## src/rtl/iss_cmd_driver_if.sv

```systemverilog
// Command handshake between the AGC-side sequencer and the ISS/CDU pulse driver.
// The sequencer uses the master view and the driver uses the slave view.
interface iss_cmd_driver_if;
  logic        cmd_valid;
  logic        cmd_ready;
  logic [1:0]  cmd_axis;
  logic        cmd_neg;
  logic [14:0] cmd_mag;
  logic        cmd_abort;
  logic [14:0] remaining;
  logic        done;
  logic        err;

  modport master (
    output cmd_valid, cmd_axis, cmd_neg, cmd_mag, cmd_abort,
    input  cmd_ready, remaining, done, err
  );

  modport slave (
    input  cmd_valid, cmd_axis, cmd_neg, cmd_mag, cmd_abort,
    output cmd_ready, remaining, done, err
  );
endinterface

```

## src/rtl/iss_cmd_driver.sv

```systemverilog
// CDU digital-mode driver: holds the ISS discretes and paces signed per-axis
// error-counter pulse trains at a fixed slot rate, gated by UINHRC and ISSEEC.
module iss_cmd_driver #(
  parameter int unsigned SLOT_CLKS = 16,
  parameter int unsigned PW        = 2,
  parameter int unsigned ZERO_CLKS = 64
) (
  input  logic             clk,
  input  logic             rst_n,
  input  logic             disc_we,
  input  logic [2:0]       disc_data,
  input  logic             UINHRC,
  output logic             ISSCA,
  output logic             ISSZ,
  output logic             ISSEEC,
  output logic [2:0]       pls_p,
  output logic [2:0]       pls_m,
  iss_cmd_driver_if.slave  cmd
);

  localparam int unsigned SW = $clog2(SLOT_CLKS);
  localparam int unsigned ZW = $clog2(ZERO_CLKS + 1);
  localparam logic [SW-1:0] SlotLast = SW'(SLOT_CLKS - 1);
  localparam logic [SW-1:0] PwLast   = SW'(PW - 1);
  localparam logic [ZW-1:0] ZeroLast = ZW'(ZERO_CLKS - 1);

  typedef enum logic [1:0] {StIdle, StZero, StDrive, StTail} state_e;

  state_e        state_q, state_d;
  logic [SW-1:0] slot_q, slot_d;
  logic [ZW-1:0] zcnt_q, zcnt_d;
  logic [1:0]    axis_q, axis_d;
  logic          neg_q, neg_d;
  logic          fire_q, fire_d;
  logic          abort_q, abort_d;
  logic [14:0]   rem_q, rem_d;
  logic          issca_q, issca_d;
  logic          isseec_q, isseec_d;
  logic          done_q, done_d;
  logic          err_q, err_d;

  logic zreq, fire_now, pulse_act, pulse_end, stop_req, go_tail;

  assign zreq     = disc_we & disc_data[0];
  assign fire_now = ~UINHRC & isseec_q;
  assign stop_req = abort_q | cmd.cmd_abort;
  // Slot gating is decided live at count 0, then latched so late UINHRC/ISSEEC
  // changes cannot truncate a pulse already on the line.
  assign pulse_act = (state_q == StDrive) &
                     ((slot_q == '0) ? fire_now : (fire_q & (slot_q <= PwLast)));
  assign pulse_end = pulse_act & (slot_q == PwLast);

  always_ff @(posedge clk) begin
    if (!rst_n) begin
      state_q  <= StIdle;
      slot_q   <= '0;
      zcnt_q   <= '0;
      axis_q   <= '0;
      neg_q    <= 1'b0;
      fire_q   <= 1'b0;
      abort_q  <= 1'b0;
      rem_q    <= '0;
      issca_q  <= 1'b0;
      isseec_q <= 1'b0;
      done_q   <= 1'b0;
      err_q    <= 1'b0;
    end else begin
      state_q  <= state_d;
      slot_q   <= slot_d;
      zcnt_q   <= zcnt_d;
      axis_q   <= axis_d;
      neg_q    <= neg_d;
      fire_q   <= fire_d;
      abort_q  <= abort_d;
      rem_q    <= rem_d;
      issca_q  <= issca_d;
      isseec_q <= isseec_d;
      done_q   <= done_d;
      err_q    <= err_d;
    end
  end

  always_comb begin
    state_d  = state_q;
    slot_d   = slot_q;
    zcnt_d   = zcnt_q;
    axis_d   = axis_q;
    neg_d    = neg_q;
    fire_d   = fire_q;
    abort_d  = abort_q;
    rem_d    = rem_q;
    issca_d  = issca_q;
    isseec_d = isseec_q;
    done_d   = 1'b0;
    err_d    = 1'b0;
    go_tail  = 1'b0;

    if (disc_we) begin
      issca_d  = disc_data[1];
      isseec_d = disc_data[2];
    end

    unique case (state_q)
      StIdle: begin
        slot_d = '0;
        // A zero request in the same clock as an offered command takes priority.
        if (zreq) begin
          state_d = StZero;
          zcnt_d  = '0;
        end else if (cmd.cmd_valid) begin
          if (cmd.cmd_axis == 2'd3) begin
            done_d = 1'b1;
            err_d  = 1'b1;
          end else if (cmd.cmd_mag == '0) begin
            done_d = 1'b1;
          end else begin
            axis_d  = cmd.cmd_axis;
            neg_d   = cmd.cmd_neg;
            rem_d   = cmd.cmd_mag;
            fire_d  = 1'b0;
            abort_d = 1'b0;
            state_d = StDrive;
          end
        end
      end

      StZero: begin
        if (zcnt_q == ZeroLast) state_d = StIdle;
        else                    zcnt_d  = zcnt_q + 1'b1;
      end

      StDrive: begin
        slot_d  = (slot_q == SlotLast) ? '0 : slot_q + 1'b1;
        abort_d = stop_req;
        if (slot_q == '0) fire_d = fire_now;
        if (pulse_end) begin
          rem_d   = rem_q - 1'b1;
          go_tail = (rem_q == 15'd1) | stop_req;
        end else if (!pulse_act) begin
          go_tail = stop_req;
        end
        if (go_tail) begin
          // Stopping on the last count of a slot already ends that slot.
          if (slot_q == SlotLast) begin
            state_d = StIdle;
            done_d  = 1'b1;
          end else begin
            state_d = StTail;
          end
        end
      end

      StTail: begin
        slot_d = (slot_q == SlotLast) ? '0 : slot_q + 1'b1;
        if (slot_q == SlotLast) begin
          state_d = StIdle;
          done_d  = 1'b1;
        end
      end

      default: state_d = StIdle;
    endcase
  end

  always_comb begin
    logic [2:0] sel;
    sel           = 3'b001 << axis_q;
    ISSCA         = issca_q;
    ISSEEC        = isseec_q;
    ISSZ          = (state_q == StZero);
    cmd.cmd_ready = (state_q == StIdle) & ~ISSZ;
    cmd.remaining = rem_q;
    cmd.done      = done_q;
    cmd.err       = err_q;
    pls_p         = (pulse_act & ~neg_q) ? sel : 3'b000;
    pls_m         = (pulse_act &  neg_q) ? sel : 3'b000;
  end

endmodule

```

## src/flat_wrapper.sv

```systemverilog
// flat-port wrapper written by rule: the top's interface ports become plain ports
module iss_cmd_driver_flat 
#(
  parameter int unsigned SLOT_CLKS = 16,
  parameter int unsigned PW        = 2,
  parameter int unsigned ZERO_CLKS = 64
)
  (clk, rst_n, disc_we, disc_data, UINHRC, ISSCA, ISSZ, ISSEEC, pls_p, pls_m, cmd_cmd_valid, cmd_cmd_axis, cmd_cmd_neg, cmd_cmd_mag, cmd_cmd_abort, cmd_cmd_ready, cmd_remaining, cmd_done, cmd_err);
  iss_cmd_driver_if cmd_i ();
  input  logic clk;
  input  logic rst_n;
  input  logic disc_we;
  input  logic [2:0] disc_data;
  input  logic UINHRC;
  output logic ISSCA;
  output logic ISSZ;
  output logic ISSEEC;
  output logic [2:0] pls_p;
  output logic [2:0] pls_m;
  input wire logic [$bits(cmd_i.cmd_valid)-1:0] cmd_cmd_valid;
  input wire logic [$bits(cmd_i.cmd_axis)-1:0] cmd_cmd_axis;
  input wire logic [$bits(cmd_i.cmd_neg)-1:0] cmd_cmd_neg;
  input wire logic [$bits(cmd_i.cmd_mag)-1:0] cmd_cmd_mag;
  input wire logic [$bits(cmd_i.cmd_abort)-1:0] cmd_cmd_abort;
  output wire logic [$bits(cmd_i.cmd_ready)-1:0] cmd_cmd_ready;
  output wire logic [$bits(cmd_i.remaining)-1:0] cmd_remaining;
  output wire logic [$bits(cmd_i.done)-1:0] cmd_done;
  output wire logic [$bits(cmd_i.err)-1:0] cmd_err;
  assign cmd_i.cmd_valid = cmd_cmd_valid;
  assign cmd_i.cmd_axis = cmd_cmd_axis;
  assign cmd_i.cmd_neg = cmd_cmd_neg;
  assign cmd_i.cmd_mag = cmd_cmd_mag;
  assign cmd_i.cmd_abort = cmd_cmd_abort;
  assign cmd_cmd_ready = cmd_i.cmd_ready;
  assign cmd_remaining = cmd_i.remaining;
  assign cmd_done = cmd_i.done;
  assign cmd_err = cmd_i.err;
  iss_cmd_driver #(.SLOT_CLKS(SLOT_CLKS), .PW(PW), .ZERO_CLKS(ZERO_CLKS)) u_core (.clk(clk), .rst_n(rst_n), .disc_we(disc_we), .disc_data(disc_data), .UINHRC(UINHRC), .ISSCA(ISSCA), .ISSZ(ISSZ), .ISSEEC(ISSEEC), .pls_p(pls_p), .pls_m(pls_m), .cmd(cmd_i));
endmodule
```

## config.mk

```make
export PLATFORM = sky130hd
export DESIGN_NAME = iss_cmd_driver_flat
export DESIGN_NICKNAME = d
export VERILOG_FILES = /design/src/rtl/iss_cmd_driver_if.sv /design/src/rtl/iss_cmd_driver.sv /design/src/flat_wrapper.sv
export SDC_FILE = /design/constraint.sdc
export NUM_CORES = 1
export LEC_CHECK = 0
export CORE_MARGIN = 4
export CORE_UTILIZATION = 35
export DETAILED_ROUTE_END_ITERATION = 10
export GPL_ROUTABILITY_DRIVEN = 0
export PLACE_DENSITY = 0.63
export SETUP_SLACK_MARGIN = 0.15
export SKIP_CTS_REPAIR_TIMING = 1
export SYNTH_ARGS = -nofsm -noshare
export SYNTH_HDL_FRONTEND = slang
export SYNTH_SLANG_ARGS = --single-unit
```

## constraint.sdc

```tcl
create_clock -name clk -period 2.6 [get_ports clk]
set_clock_uncertainty 0.05 [all_clocks]
set_input_delay 0.52 -clock clk [delete_from_list [all_inputs] [get_ports clk]]
set_output_delay 0.52 -clock clk [all_outputs]
set_load 0.01 [all_outputs]
```

### Yosys cells after proc, flatten, opt, wreduce, memory -nomap -nowiden

Cells that the tools add are included.

| cells by class | value |
|---|---|
| reduce and logical (&&, ||, !) cells | 14 |
| bitwise logic cells | 19 |
| eq/ne operators | 22 |
| add/subtract/negate cells | 3 |
| muxes and demuxes | 41 |
| shifts and indexed selects | 1 |
| $lt $le $gt $ge | 1 |

Operators with widths:

| cell | number |
|---|---|
| $mux W15 | 5 |
| $pmux W15 S2 | 1 |
| $reduce_and A6 Y1 | 3 |
| $mux W1 | 16 |
| $mux W2 | 8 |
| $eq A15 B1 Y1 const B | 1 |
| $logic_not A15 Y1 | 1 |
| $sub A15 B1 Y15 const B | 1 |
| $mux W7 | 2 |
| $ne A2 B2 Y1 const B | 7 |
| $pmux W7 S2 | 1 |
| $reduce_and A5 Y1 | 2 |
| $ne A3 B2 Y1 const B | 3 |
| $not A1 Y1 | 9 |
| $and A1 B1 Y1 | 8 |
| $ne A2 B1 Y1 const B | 4 |
| $pmux W2 S4 | 1 |
| $pmux W4 S2 | 1 |
| $add A7 B1 Y7 const B | 1 |
| $eq A7 B6 Y1 const B | 1 |
| $eq A2 B2 Y1 const B | 3 |
| $mux W3 | 2 |
| $reduce_bool A2 Y1 | 3 |
| $add A4 B1 Y4 const B | 1 |
| other kinds (14) | 16 |

| storage, ports and cells | value |
|---|---|
| register bits | 37 |
| output and inout port bits | 27 |
| input bits | 27 |
| word-level logic and storage cells | 113 |

### Logic depth before layout (Yosys ltp)

| logic depth | value |
|---|---|
| depth in word-level cells | 9 |
| mapped depth | 9 |
| depth with buffers taken out | 7 |

### Least setup slack after synthesis

No wires, ideal clock.

| timing | value |
|---|---|
| kind | reg2out |
| start | reg u_core.slot_q[0] |
| end | out pls_p[1] |
| slack | 0.425 ns |
| stages on the path, launching flop included | 6 |
| data arrival time | 1.605 ns |
| required time | 2.030 ns |
| buffers on the path | 0 |
| cell sequence | dfxtp_1 inv_1 ha_1 o21ai_0 nand2_1 nor4b_1 |

| between the ends | value |
|---|---|
| longest elaborated chain between the ends | 6 |
| elaborated cells on any way between the ends | 7 |
| classes of those cells | order compare: 1; mux: 2; bitwise: 3; reduce/logical: 1 |

RTL lines:

| item | line | text |
|---|---|---|
| from (decl) | iss_cmd_driver.sv:30 | `logic [SW-1:0] slot_q, slot_d;` |
| from (signal assigned) | iss_cmd_driver.sv:69 | `slot_q <= slot_d;` |
| $le A4 B1 Y1 | iss_cmd_driver.sv:50 | `((slot_q == '0) ? fire_now : (fire_q & (slot_q <= PwLast)));` |
| $and A1 B1 Y1 | iss_cmd_driver.sv:50 |  |
| $mux W1 (*) | iss_cmd_driver.sv:50 |  |
| $and A1 B1 Y1 (*) | iss_cmd_driver.sv:49 | `assign pulse_act = (state_q == StDrive) &` |
| $and A1 B1 Y1 (*) | iss_cmd_driver.sv:175 | `pls_p = (pulse_act & ~neg_q) ? sel : 3'b000;` |
| $mux W3 (*) | iss_cmd_driver.sv:175 |  |
| to (decl) | flat_wrapper.sv:18 | `output logic [2:0] pls_p;` |

Every way passes the cells marked *; elsewhere a longest branch is shown, timed or not.

### Worst setup path after layout

| timing | value |
|---|---|
| start | reg u_core.slot_q[3] |
| end | out pls_m[2] |

| between the ends | value |
|---|---|
| longest elaborated chain between the ends | 6 |
| elaborated cells on any way between the ends | 7 |
| classes of those cells | order compare: 1; mux: 2; bitwise: 3; reduce/logical: 1 |

RTL lines:

| item | line | text |
|---|---|---|
| $le A4 B1 Y1 | iss_cmd_driver.sv:50 |  |
| $and A1 B1 Y1 | iss_cmd_driver.sv:50 |  |
| $mux W1 (*) | iss_cmd_driver.sv:50 |  |
| $and A1 B1 Y1 (*) | iss_cmd_driver.sv:49 |  |
| $and A1 B1 Y1 (*) | iss_cmd_driver.sv:176 | `pls_m = (pulse_act & neg_q) ? sel : 3'b000;` |
| $mux W3 (*) | iss_cmd_driver.sv:176 |  |
| to (decl) | flat_wrapper.sv:19 | `output logic [2:0] pls_m;` |

Marks and branches as above.

==> summary.md <==
| Metric | Value |
|---|---|
| Port bufs | 53 |
| Post-route ant nets | 0 |
| Yosys warns | 0 |
| Max cap viols | 0 |
| # placed instances | 405 |
| Final core utilization | 51.8% |
| Worst r2r dst | u_core.cmd.remaining[10]$_SDFFE_PN0P_ |
| Tightest Hold Check Type | flop to flop |
| Post-synthesis async set-or-reset flop share | 0% |
| Num CTS Buffers | 5 |
| Hold Path Depth | 1 |
| Worst Setup Path Type | flop to output port |
| Launch point of the worst reg-to-reg path | u_core.cmd.remaining[0]$_SDFFE_PN0P_ |
| R2R Setup Slk | 0.39 ns |
| Power density cells | 702 nW/um2 |
| Mapped Area | 2240 um2 |
| Total track usage | 15.6% |
| Clock sink total | 37 |
| Worst ir drop on vdd | 0.000307 V |
| Final Critical Period | 2.46 ns |
| Congestion Overflow GR | 0 |
| # setup viols final | 0 |
| Number of synthesized register bits | 37 |
| Post-Route WL | 5880 um |
| Vias per cell | 5.27 |
| Die Ht | 88.0 um |
| Switch share | 34.9% |
| Comb power frac | 40.9% |
| Fmax | 407 MHz |
| CTS root buf | clkbuf_8 |
| Post-DP HPWL | 4260 um |
| Hold Path End | u_core.zcnt_q[6]$_SDFFE_PN0P_ |
| Io pins | 54 |
| Global-route wire length before repair | 9650 um |
| Slew at the pin closest to its max-slew limit | 0.660 ns |
| Clock power share | 27.2% |
| WP data required | 2.03 ns |
| Deepest clock path buffer count | 2 |
| Antenna Cells | 0 |
| Finished Layout Cells | 419 |
| CP arrival | 1.89 ns |
| Placement Setup Slack | -0.305 ns |
| TritonCTS clock tree | built |
| R2R depth | 7 |
| Final hold violations | 0 |
| CP max FO | 5 |
| Share of cells above drive strength 1 | 16.0% |
| Final worst path period share | 94.5% |
| Post-synthesis cell count | 281 |
| Count of pins over their slew limit | 0 |
| Worst rel slew slack | 55.7% |
| Hold_sp | u_core.zcnt_q[6]$_SDFFE_PN0P_ |
| Layout area overhead | 40.3% |
| Cell variety after synth | 58 |
| Largest net degree at the start of global routing | 34 |
| Main flop type after synthesis | dfxtp_1 |
| RSZ-0062 raised after global routing | yes |
| Clk_lat worst skew | 0.29 ns |
| Die width | 88.0 um |
| Initial core utilization | 36.9% |
| Die Area | 7740 um2 |
| DRC Markers | 0 |
| Syn nets | 315 |
| Wire per inst | 14.0 um |
| Seq pwr share | 31.9% |
| Vias | 2209 |
| Final #Nets | 377 |
| Drt pass-1 iters | 4 |
| DR iter-0 viols | 128 |
| Initial antenna violation count | 0 |
| Core Box Area | 6060 um2 |
| Standard-cell rows | 28 |
| Crit. End Element | output port |
| H-tree depth | 2 |
| Sw power | 0.769 mW |
| Leakage | 1.23 nW |
| Setup slack after layout | 0.144 ns |
| Register area share after synthesis | 33.1% |
| Mean Syn Cell Area | 7.96 um2 |
| EDFF count, synth | 0 |
| Number of global-route vias before repair | 2031 |
| Total internal power | 1.43 mW |
| CP startpoint kind | flop |
| Status | completed |
| Clock transition at path regs | 0.08 ns |
[registers in the layout (all words and copies together), names as in the netlist]
register / count
u_core.slot_q: 4
u_core.state_q: 2
u_core.ISSCA: 1
u_core.ISSEEC: 1
u_core.cmd.remaining: 15
u_core.axis_q: 2
u_core.neg_q: 1
u_core.cmd.done: 1
u_core.abort_q: 1
u_core.fire_q: 1
u_core.cmd.err: 1
u_core.zcnt_q: 7
[power groups by stage]
| stage | Clock [mW] | Sequential, mW | Combinational [mW] |
|---|---|---|---|
| 4_1_cts | 0.614 | 0.696 | 0.880 |
| 2_1_floorplan | 0 | 0.708 | 0.582 |
| 3_5_place_dp | 0 | 0.708 | 0.875 |
| 3_3_place_gp | 0 | 0.709 | 0.871 |
| 6_report | 0.598 | 0.703 | 0.900 |
| 5_1_grt | 0.640 | 0.714 | 1.00 |
[stage by stage]
stage	setup TNS, ns	power, mW	hold WS, ns	cell area [um2]
floorplan	0	1.29	0.416	2240
global placement	-1.40	1.58	0.425	2900
detailed placement	-1.38	1.58	0.431	2900
CTS	-1.96	2.19	0.443	3030
global route	0	2.36	0.463	3140
finish	0	2.20	0.440	3140
[layer usage]
layer / vias up / wire length (um) / share of wire (%) / GRT usage (%)
met2: 58 / 2670 / 45 / 24.1
met3: 5 / 319 / 5.4 / 3.57
li1: 1131 / - / - / -
met1: 1015 / 2860 / 49 / 21.7
met5: - / 0 / 0 / 0
met4: 0 / 38 / 0.65 / 4.74
[cells in the final DEF, fill, tap and decap left out, types with 3 or more instances in the layout]
| cell type | netlist | layout |
|---|---|---|
| o21ai_0 | 19 | 17 |
| and2_1 | 5 | 5 |
| or3_1 | 3 | 3 |
| nand3_1 | 11 | 11 |
| a21o_1 | 3 | 3 |
| nor3_1 | 4 | 4 |
| o211ai_1 | 5 | 5 |
| clkbuf_8 | 0 | 5 |
| buf_2 | 5 | 3 |
| a21boi_1 | 4 | 4 |
| and3_1 | 3 | 3 |
| xnor2_1 | 5 | 5 |
| nor4b_2 | 1 | 4 |
| dfxtp_1 | 37 | 35 |
| a21oi_1 | 9 | 9 |
| nor4_1 | 5 | 5 |
| nor2_1 | 21 | 21 |
| nand2b_1 | 3 | 3 |
| nand2_1 | 41 | 40 |
| o41ai_1 | 3 | 3 |
| o22ai_1 | 4 | 4 |
| mux2i_1 | 5 | 5 |
| a22oi_1 | 3 | 3 |
| ha_1 | 7 | 5 |
| dlymetal6s2s_1 | 0 | 3 |
| a21boi_0 | 4 | 4 |
| clkdlybuf4s50_1 | 0 | 46 |
| inv_1 | 9 | 7 |
| nor2b_1 | 10 | 10 |
| buf_4 | 0 | 17 |
[worst max-delay path: stages (launching register included)]
cell and delay, ns:
dfxtp_1 0.36, nor4b_2 0.45, nand2_2 0.17, buf_6 0.16
nor4bb_2 0.28, buf_2 0.17
[synth_stat cells, drive strengths merged, types with 2 or more instances]
master | n | area [um2]
mux2i | 5 | 50.1
a211oi | 2 | 15.0
inv | 9 | 33.8
xnor2 | 5 | 43.8
and2 | 5 | 31.3
nor4b | 4 | 41.3
nand3 | 11 | 55.1
nand2b | 3 | 18.8
a21boi | 9 | 71.3
o21ai | 20 | 100
nor3 | 4 | 20.0
a21oi | 9 | 45.0
dfxtp | 37 | 741
nor3b | 2 | 15.0
clkbuf | 12 | 45.0
and3 | 3 | 18.8
nor4 | 8 | 86.3
o211ai | 5 | 37.5
a22oi | 3 | 22.5
nor2b | 10 | 62.6
ha | 7 | 87.6
nand4 | 2 | 12.5
nand2 | 41 | 154
a21o | 3 | 22.5
a211o | 2 | 17.5
o22ai | 4 | 25.0
o32a | 2 | 21.3
nor2 | 22 | 85.1
buf | 6 | 36.3
or4 | 3 | 26.3
o31ai | 3 | 27.5
or3 | 3 | 18.8
or2 | 2 | 15.0
o41ai | 3 | 26.3
[final cells by class]
type                            instances  area (um2)
Fill cell                             582        2920
Multi-Input combinational cell        217        1440
Sequential cell                        37         746
Timing Repair Buffer                   73         688
Tap cell                               75        93.8
Clock buffer                            5        68.8
Clock inverter                          3        65.1
Inverter                                9        38.8
[kinds of logic after synthesis]
group,after synthesis,share of synthesized area (%)
compound gates,72,22.1
fa+ha+maj,7,3.91
simple gates,127,31.2
flops,37,33.1
mux,5,2.24
xor+xnor,6,2.35
buf+inv,27,5.14
[worst max-delay path by stage]
stage	to	slack (ns)	from	cells past startpoint
after floorplan	pls_p[1]	0.42	u_core.slot_q[0]$_SDFFE_PN0P_	5
after global placement	pls_p[1]	-0.29	UINHRC	6
after global routing	pls_m[2]	0.03	u_core.slot_q[0]$_SDFFE_PN0P_	9
after detailed placement	pls_p[1]	-0.31	UINHRC	6
after CTS	pls_p[1]	-0.41	u_core.slot_q[0]$_SDFFE_PN0P_	6
final	pls_m[2]	0.14	u_core.slot_q[3]$_SDFFE_PN0P_	5
Power figures use the tool's default switching activity.
